## config.mk

```make
export PLATFORM = sky130hd
export DESIGN_NAME = expu_result_collector_flat
export DESIGN_NICKNAME = d
export VERILOG_FILES = /design/src/rtl/sfm_pkg.sv /design/src/rtl/expu_result_collector_if.sv /design/src/rtl/sfm_lane_popcount.sv /design/src/rtl/expu_result_collector.sv /design/src/flat_wrapper.sv
export SDC_FILE = /design/constraint.sdc
export NUM_CORES = 1
export LEC_CHECK = 0
export CAP_MARGIN = 15
export CORE_AREA = 2 2 173 175
export CTS_CLUSTER_SIZE = 28
export DETAILED_ROUTE_END_ITERATION = 10
export DIE_AREA = 0 0 175 177
export SYNTH_ARGS = -nofsm -noshare
export SYNTH_HDL_FRONTEND = slang
export SYNTH_SLANG_ARGS = --single-unit
```

## constraint.sdc

```tcl
create_clock -name clk_i -period 4.2 [get_ports clk_i]
set_input_delay 1.05 -clock clk_i [delete_from_list [all_inputs] [get_ports clk_i]]
set_output_delay 1.05 -clock clk_i [all_outputs]
set_load 0.005 [all_outputs]
```

## src/rtl/sfm_pkg.sv

```systemverilog
// Shared softmax datapath types and defaults: lane geometry, collector sizing,
// and the packed EXPU beat carried between the exponent unit and its consumers.
package sfm_pkg;

    localparam int SFM_N_ROWS          = 4;
    localparam int SFM_WIDTH           = 16;
    localparam int SFM_TAG_WIDTH       = 2;
    localparam int COLLECTOR_DEPTH     = 4;
    localparam int COLLECTOR_CNT_WIDTH = 16;

    typedef struct packed {
        logic [SFM_TAG_WIDTH-1:0]             tag;
        logic [SFM_N_ROWS-1:0]                strb;
        logic [SFM_N_ROWS-1:0][SFM_WIDTH-1:0] data;
    } expu_beat_t;

endpackage

```

## src/rtl/expu_result_collector_if.sv

```systemverilog
// EXPU result stream: per-lane results with strobes and a beat tag under valid/ready.
interface expu_result_collector_if #(
    parameter int N_ROWS    = 4,
    parameter int WIDTH     = 16,
    parameter int TAG_WIDTH = 2
);
    logic                              valid;
    logic                              ready;
    logic [N_ROWS-1:0]                 strb;
    logic [N_ROWS-1:0][WIDTH-1:0]      res;
    logic [TAG_WIDTH-1:0]              tag;

    modport master (output valid, strb, res, tag, input ready);
    modport slave  (input valid, strb, res, tag, output ready);
endinterface

```

## src/rtl/sfm_lane_popcount.sv

```systemverilog
// Counts the set lane strobes of one beat.
module sfm_lane_popcount #(
    parameter int N_ROWS = 4,
    localparam int CW    = $clog2(N_ROWS + 1)
) (
    input  logic [N_ROWS-1:0] strb_i,
    output logic [CW-1:0]     cnt_o
);
    always_comb begin
        cnt_o = '0;
        for (int l = 0; l < N_ROWS; l++) begin
            cnt_o = cnt_o + CW'(strb_i[l]);
        end
    end
endmodule

```

## src/rtl/expu_result_collector.sv

```systemverilog
// First-word-fall-through sink for the EXPU result stream: masks inactive lanes,
// re-emits beats downstream in order and counts accepted active lanes.
module expu_result_collector
    import sfm_pkg::*;
#(
    // Lane geometry must match the sfm_pkg beat layout used for storage.
    parameter int N_ROWS    = SFM_N_ROWS,
    parameter int WIDTH     = SFM_WIDTH,
    parameter int TAG_WIDTH = SFM_TAG_WIDTH,
    parameter int DEPTH     = COLLECTOR_DEPTH,
    parameter int CNT_WIDTH = COLLECTOR_CNT_WIDTH
) (
    input  logic                        clk_i,
    input  logic                        rst_i,
    input  logic                        clear_i,
    input  logic                        enable_i,
    expu_result_collector_if.slave      up,
    expu_result_collector_if.master     dn,
    output logic [CNT_WIDTH-1:0]        cnt_o,
    output logic                        full_o,
    output logic                        empty_o,
    output logic                        busy_o
);
    localparam int AW  = $clog2(DEPTH);
    localparam int PCW = $clog2(N_ROWS + 1);

    logic [AW:0]          wr_ptr, rd_ptr;
    expu_beat_t           mem [DEPTH];
    expu_beat_t           wr_beat, head;
    logic                 full, empty, push, pop, store;
    logic [PCW-1:0]       pc;
    logic [CNT_WIDTH:0]   cnt_sum;
    logic [CNT_WIDTH-1:0] cnt_q, cnt_next;

    assign full  = (wr_ptr[AW] != rd_ptr[AW]) && (wr_ptr[AW-1:0] == rd_ptr[AW-1:0]);
    assign empty = (wr_ptr == rd_ptr);

    // Ready depends only on local state, never on downstream ready.
    assign up.ready = enable_i & ~full;
    assign dn.valid = enable_i & ~empty;
    assign push     = up.valid & up.ready;
    assign pop      = dn.valid & dn.ready;
    assign store    = push & (|up.strb);

    always_comb begin
        wr_beat.tag  = up.tag;
        wr_beat.strb = up.strb;
        for (int l = 0; l < N_ROWS; l++) begin
            wr_beat.data[l] = up.strb[l] ? up.res[l] : '0;
        end
    end

    sfm_lane_popcount #(.N_ROWS(N_ROWS)) u_popcount (
        .strb_i (up.strb),
        .cnt_o  (pc)
    );

    assign cnt_sum  = {1'b0, cnt_q} + (CNT_WIDTH+1)'(pc);
    assign cnt_next = cnt_sum[CNT_WIDTH] ? '1 : cnt_sum[CNT_WIDTH-1:0];

    always_ff @(posedge clk_i) begin
        if (rst_i || clear_i) begin
            wr_ptr <= '0;
            rd_ptr <= '0;
            cnt_q  <= '0;
        end else begin
            if (store) wr_ptr <= wr_ptr + 1'b1;
            if (pop)   rd_ptr <= rd_ptr + 1'b1;
            if (push)  cnt_q  <= cnt_next;
        end
    end

    always_ff @(posedge clk_i) begin
        if (store && !rst_i && !clear_i) mem[wr_ptr[AW-1:0]] <= wr_beat;
    end

    assign head    = empty ? '0 : mem[rd_ptr[AW-1:0]];
    assign dn.strb = head.strb;
    assign dn.res  = head.data;
    assign dn.tag  = head.tag;

    assign cnt_o   = cnt_q;
    assign full_o  = full;
    assign empty_o = empty;
    assign busy_o  = ~empty;
endmodule
```

## src/flat_wrapper.sv

```systemverilog
// flat-port wrapper written by rule: the top's interface ports become plain ports
module expu_result_collector_flat import sfm_pkg::*;
#(
                                                                         
    parameter int N_ROWS    = SFM_N_ROWS,
    parameter int WIDTH     = SFM_WIDTH,
    parameter int TAG_WIDTH = SFM_TAG_WIDTH,
    parameter int DEPTH     = COLLECTOR_DEPTH,
    parameter int CNT_WIDTH = COLLECTOR_CNT_WIDTH
)
  (clk_i, rst_i, clear_i, enable_i, cnt_o, full_o, empty_o, busy_o, up_valid, up_strb, up_res, up_tag, up_ready, dn_valid, dn_strb, dn_res, dn_tag, dn_ready);
  expu_result_collector_if #(.N_ROWS(N_ROWS), .WIDTH(WIDTH), .TAG_WIDTH(TAG_WIDTH)) up_i ();
  expu_result_collector_if #(.N_ROWS(N_ROWS), .WIDTH(WIDTH), .TAG_WIDTH(TAG_WIDTH)) dn_i ();
  input  logic clk_i;
  input  logic rst_i;
  input  logic clear_i;
  input  logic enable_i;
  output logic [CNT_WIDTH-1:0] cnt_o;
  output logic full_o;
  output logic empty_o;
  output logic busy_o;
  input wire logic [$bits(up_i.valid)-1:0] up_valid;
  input wire logic [$bits(up_i.strb)-1:0] up_strb;
  input wire logic [$bits(up_i.res)-1:0] up_res;
  input wire logic [$bits(up_i.tag)-1:0] up_tag;
  output wire logic [$bits(up_i.ready)-1:0] up_ready;
  output wire logic [$bits(dn_i.valid)-1:0] dn_valid;
  output wire logic [$bits(dn_i.strb)-1:0] dn_strb;
  output wire logic [$bits(dn_i.res)-1:0] dn_res;
  output wire logic [$bits(dn_i.tag)-1:0] dn_tag;
  input wire logic [$bits(dn_i.ready)-1:0] dn_ready;
  assign up_i.valid = up_valid;
  assign up_i.strb = up_strb;
  assign up_i.res = up_res;
  assign up_i.tag = up_tag;
  assign up_ready = up_i.ready;
  assign dn_valid = dn_i.valid;
  assign dn_strb = dn_i.strb;
  assign dn_res = dn_i.res;
  assign dn_tag = dn_i.tag;
  assign dn_i.ready = dn_ready;
  expu_result_collector #(.N_ROWS(N_ROWS), .WIDTH(WIDTH), .TAG_WIDTH(TAG_WIDTH), .DEPTH(DEPTH), .CNT_WIDTH(CNT_WIDTH)) u_core (.clk_i(clk_i), .rst_i(rst_i), .clear_i(clear_i), .enable_i(enable_i), .up(up_i), .dn(dn_i), .cnt_o(cnt_o), .full_o(full_o), .empty_o(empty_o), .busy_o(busy_o));
endmodule
```

After elaboration in Yosys (flattened, before gate mapping)
Memory sizes are Yosys's and may differ from the RTL's. A register that Yosys moved wholly into a read port is not among the register bits.
Index checks and enable logic that the tools add are counted.

word-level totals
  input bits = 76
  bits in writable memories = 280
  memories = 1
  output and inout bits = 91
  flip-flop bits (word level) = 22

memories
  memory      depth  bits a word  read ports  clocked after memory_dff  write ports  RTL line                     text
  u_core.mem  4      70           1           1                         1            expu_result_collector.sv:28  expu_beat_t mem [DEPTH];

operators by class
  bitwise gates (word level) = 7
  add/sub/neg operators = 6
  eq/ne operators = 3
  reductions and logical operators = 7
  muxes and demuxes = 10

operators by type and width
  cell                                         number
  2-to-1 mux 16 bit                            5
  2-to-1 mux 70 bit                            1
  adder 16 x 3 -> 17 bit                       1
  adder 3 x 1 -> 3 bit, second input constant  2
  bitwise AND 1 bit                            5
  2-to-1 mux 2 bit                             2
  OR reduction 4 bit                           1
  adder 2 x 1 -> 3 bit                         1
  adder 3 x 1 -> 3 bit                         1
  equality test 3 bit                          1
  logical AND 1 bit                            3
  adder 1 x 1 -> 2 bit                         1
  equality test 2 bit                          1
  zero test 1 bit                              2
  2-to-1 mux 1 bit                             2
  inverter 1 bit                               2
  logical OR 1 bit                             1
  != test 1 bit                                1

Depth between registers and ports, before layout
  depth in word-level cells = 10
  mapped depth = 9
  depth with buffers taken out = 8

Hierarchy
Synthesis repeated with hierarchy kept, for this count alone.

unflattened totals
  cells, all modules = 675
  area, all modules = 12374.4 um^2

modules (own cells, without submodules)
  module                 instances  cells an instance  seq. area each (um^2)  area each (um^2)
  expu_result_collector  1          667                8888.5                 12310.6
  sfm_lane_popcount      1          8                  0.0                    63.8

Worst setup path after synthesis
Ideal clock, no wire load.

  path kind = in2reg
  start = in up_strb[0]
  end = mem u_core.mem[3][0] in the netlist's numbering (enable)
  setup slack = 255 ps
  data required time = 3764 ps
  data arrival time = 3509 ps
  setup time = 436 ps
  path buffers = 1
  cell stages on the path = 6
  cell sequence = clkbuf_1 -> inv_1 -> ha_1 -> nor3b_1 -> nor2_1 -> and3_1

on the way
  longest elaborated chain between the ends = 6

ends and longest elaborated chain
  item                                    RTL line                     text
  start, declared                         flat_wrapper.sv:23           input wire logic [$bits(up_i.strb)-1:0] up_strb;
  OR reduction 4 bit                      expu_result_collector.sv:43  assign store = push & (|up.strb);
  bitwise AND 1 bit                       expu_result_collector.sv:43
  logical AND 1 bit (2 in series)         expu_result_collector.sv:74  if (store && !rst_i && !clear_i) mem[wr_ptr[AW-1:0]] <= wr_beat;
  2-to-1 mux 1 bit                        expu_result_collector.sv:74
  2-to-1 mux 1 bit (implied by the code)  expu_result_collector.sv:74
  end, declared                           expu_result_collector.sv:28

No other way between the ends.

Worst setup path in the final report
  start = reg u_core.wr_ptr[1]
  end = out dn_res[35]

on the way
  longest elaborated chain between the ends = 2

ends and longest elaborated chain
  item                    RTL line                     text
  start, declared         expu_result_collector.sv:27  logic [AW:0] wr_ptr, rd_ptr;
  start signal, assigned  expu_result_collector.sv:67  if (store) wr_ptr <= wr_ptr + 1'b1;
  equality test 3 bit     expu_result_collector.sv:36  assign empty = (wr_ptr == rd_ptr);
  2-to-1 mux 70 bit       expu_result_collector.sv:77  assign head = empty ? '0 : mem[rd_ptr[AW-1:0]];
  end, declared           flat_wrapper.sv:29           output wire logic [$bits(dn_i.res)-1:0] dn_res;

No other way between the ends.

==> results.sh <==
export IMPL_hp_start="u_core.cnt_o[5]$_SDFFE_PP0P_"
export IMPL_ys_ff_latch=304
export IMPL_max_vdd_ir_drop_uv=297.8
export IMPL_p_int_w=0.005061
export IMPL_pwr_share_seq_pct=52.8
export IMPL_cts_tree="yes"
export IMPL_min_period_ns=3.765
export IMPL_rsz0062_at_grt="no"
export IMPL_die_x_um=175
export IMPL_ys_warn_count=0
export IMPL_track_usage_pct=17.21
export IMPL_grt_ovfl_total=0
export IMPL_postSynthAreaPerCell_um2=18.20
export IMPL_ys_seq_area_share_pct=71.70
export IMPL_ys_flop_type="edfxtp_1"
export IMPL_cts_htree_levels=1
export IMPL_grt_start_max_net_pins=52
export IMPL_io_pins=167
export IMPL_fin_tns_setup_ns=0
export IMPL_r2r_start="u_core.cnt_o[0]$_SDFFE_PP0P_"
export IMPL_vias=6859
export IMPL_synthesis_area_um2=12400
export IMPL_comb_power_share_pct=4.3
export IMPL_cp_end_kind="output port"
export IMPL_initial_core_util_pct=42.39
export IMPL_critPathArrivalTime_ns=2.72
export IMPL_wl_per_cell_um=21.04
export IMPL_synth_edff_count=280
export IMPL_wl_mm=26.93
export IMPL_place_detailed_hpwl_mm=16.05
export IMPL_clkPwrFrac_pct=42.9
export IMPL_min_delay_path_depth=2
export IMPL_drt_iter0_markers=527
export IMPL_async_flop_share_pct=0
export IMPL_grt_pass1_vias=7199
export IMPL_area_growth_pct=26.44
export IMPL_drt_first_pass_iters=5
export IMPL_die_h_um=177
export IMPL_fin_area_um2=15680
export IMPL_grt_antenna_before_repair=0
export IMPL_setup_slack_ns=0.4347
export IMPL_cts_made_buffers=30
export IMPL_setup_viol=0
export IMPL_period_share_pct=89.65
export IMPL_synth_most_common_cell="edfxtp_1"
export IMPL_post_cts_buffers=0
export IMPL_ctsRootBufferMaster="clkbuf_16"
export IMPL_clkSinkCount=304
export IMPL_place_ws_ns=0.1104
export IMPL_drc_errors=0
export IMPL_startpoint_type="flop"
export IMPL_drv_cap=0
export IMPL_power_leakage_nw=5.076
export IMPL_placed_area_um2=14670
export IMPL_hold_slack_ns=0.5456
export IMPL_startpoint="u_core.wr_ptr[1]$_SDFFE_PP0N_"
export IMPL_viasPerCell=5.359
export IMPL_skew_ns=0.01609
export IMPL_p_sw_share_pct=19.56
export IMPL_crit_fanout=47
export IMPL_synth_fp_nets=767
export IMPL_cts_resized=0
export IMPL_status="complete, no violations"
export IMPL_power_density_nw_per_um2=401.4
export IMPL_port_buffer_count=166
export IMPL_worstPathRequired_ns=3.15
export IMPL_r2r_cells=7
export IMPL_yosys_area_top_type_share_pct=67.82
export IMPL_hold_viol=0
export IMPL_clk_latency_ns=0.55
export IMPL_hold_class="reg -> reg"
export IMPL_cts_buffer_depth=3
export IMPL_synth_cell_types=39
export IMPL_core_area_um2=29240
export IMPL_grt_pass1_wl_mm=40.85
export IMPL_p_sw_w=0.001231
export IMPL_nNetsFinal=952
export IMPL_antenna_cells=0
export IMPL_hold_buffers=0
export IMPL_rows=63
export IMPL_synth_area_leader_cell="edfxtp_1"
export IMPL_worstSetupPathType="reg -> out"
export IMPL_slew_headroom_pct=50.88
export IMPL_place_gp_congestion=0.8219
export IMPL_slew_viol_final=0
export IMPL_syn_inst=681
export IMPL_synth_common_cells="edfxtp_1 (280), mux4_2 (70), and2_1 (65), nor2b_1 (42), and2b_1 (31)"
export IMPL_worst_pin_slew_ns=0.7276
export IMPL_antenna_left=0
export IMPL_die_area_um2=30980
export IMPL_clk_pin_slew_ns=0.06
export IMPL_clock_fmax_ghz=0.2656
export IMPL_drive_gt1_share_pct=16.29
export IMPL_synth_area_leaders="edfxtp_1 (68%), mux4_2 (13%), dfxtp_1 (3.9%)"
[placed cells by master, fill, tap and decap left out, types with 4 or more instances in the layout]
cell,netlist,routed
inv_1,13,13
xor2_1,4,4
clkbuf_1,21,6
nand3_1,9,9
a31oi_1,15,15
and2b_1,31,31
ha_1,7,7
and3_4,0,4
nor2b_1,42,42
nand2_1,7,7
or3_1,4,4
mux4_2,70,70
edfxtp_1,280,280
o31ai_1,7,7
a21oi_1,7,7
nor2_1,10,10
nor3_1,5,4
dfxtp_1,24,22
buf_4,0,13
xnor2_1,4,4
clkinv_1,0,4
and2_1,65,65
or4_1,5,5
clkdlybuf4s50_1,0,166
buf_12,0,7
clkinv_2,0,7
clkbuf_8,0,4
clkbuf_16,0,31
o21ai_0,9,9
[worst paths after layout]
path | end | slack (ns)
min | u_core.cnt_o[5]$_SDFFE_PP0P_ | 0.55
min reg2reg | u_core.cnt_o[5]$_SDFFE_PP0P_ | 0.55
max reg2reg | u_core.cnt_o[9]$_SDFFE_PP0P_ | 1.96
max | dn_res[35] | 0.43
[worst max-delay path: stages (launching register included)]
cell and delay, ns:
dfxtp_1 0.47, xor2_1 0.17, nor3_2 0.26, buf_4 0.54
and2b_1 0.27, clkdlybuf4s50_1 0.45
[area by class of cell]
type	count	area, µm²
repair buffers	186	1899
fillers	2291	13570
well taps	390	488.0
clock buffers	41	853.3
clock inverters	15	148.9
inverters	13	48.80
multi-input cells	331	3341
flip-flops and latches	304	8896
[through the flow]
stage / utilization, % / instances / total power [W]
floorplan: - / 681 / 0.003498
global placement: 50.17 / 1224 / 0.003653
detailed placement: 50.17 / 1224 / 0.003662
CTS: 53.60 / 1280 / 0.006344
global route: 53.60 / 1280 / 0.006499
finish: 53.60 / 1280 / 0.006292
[layer usage]
| metal | vias up | wire length (µm) | global-route usage [%] |
|---|---|---|---|
| li1 | 3044 | - | - |
| met1 | 3569 | 11390 | 23.05 |
| met2 | 208 | 13650 | 29.89 |
| met3 | 38 | 1500 | 2.835 |
| met4 | 0 | 390 | 3.611 |
| met5 | - | 0 | 0 |
[cells by family (layout without fill, tap and decap cells)]
logic type | Yosys count | after routing | synth area share (%)
AO/OA/AOI/OAI | 47 | 47 | 2.442
XOR/XNOR | 8 | 8 | 0.5651
adder cells (fa/ha/maj) | 10 | 10 | 1.191
buffers and inverters | 46 | 255 | 1.554
flip-flops | 304 | 304 | 71.70
multiplexers | 70 | 70 | 12.72
AND/OR/NAND/NOR | 196 | 196 | 9.830
[power by group through the flow]
stage	Combinational, W	Sequential, W	Clock [W]
finish	0.000273	0.00332	0.00270
detailed placement	0.000275	0.00339	0
global placement	0.000267	0.00339	0
global route	0.000295	0.00332	0.00288
CTS	0.000277	0.00332	0.00275
floorplan	0.000111	0.00339	0
[state kept, by name (all words and copies together), names as in the netlist, named ones only]
signal / flops
u_core.wr_ptr: 3
u_core.mem: 280
u_core.cnt_o: 16
u_core.rd_ptr: 3
Power figures use the tool's default switching activity.
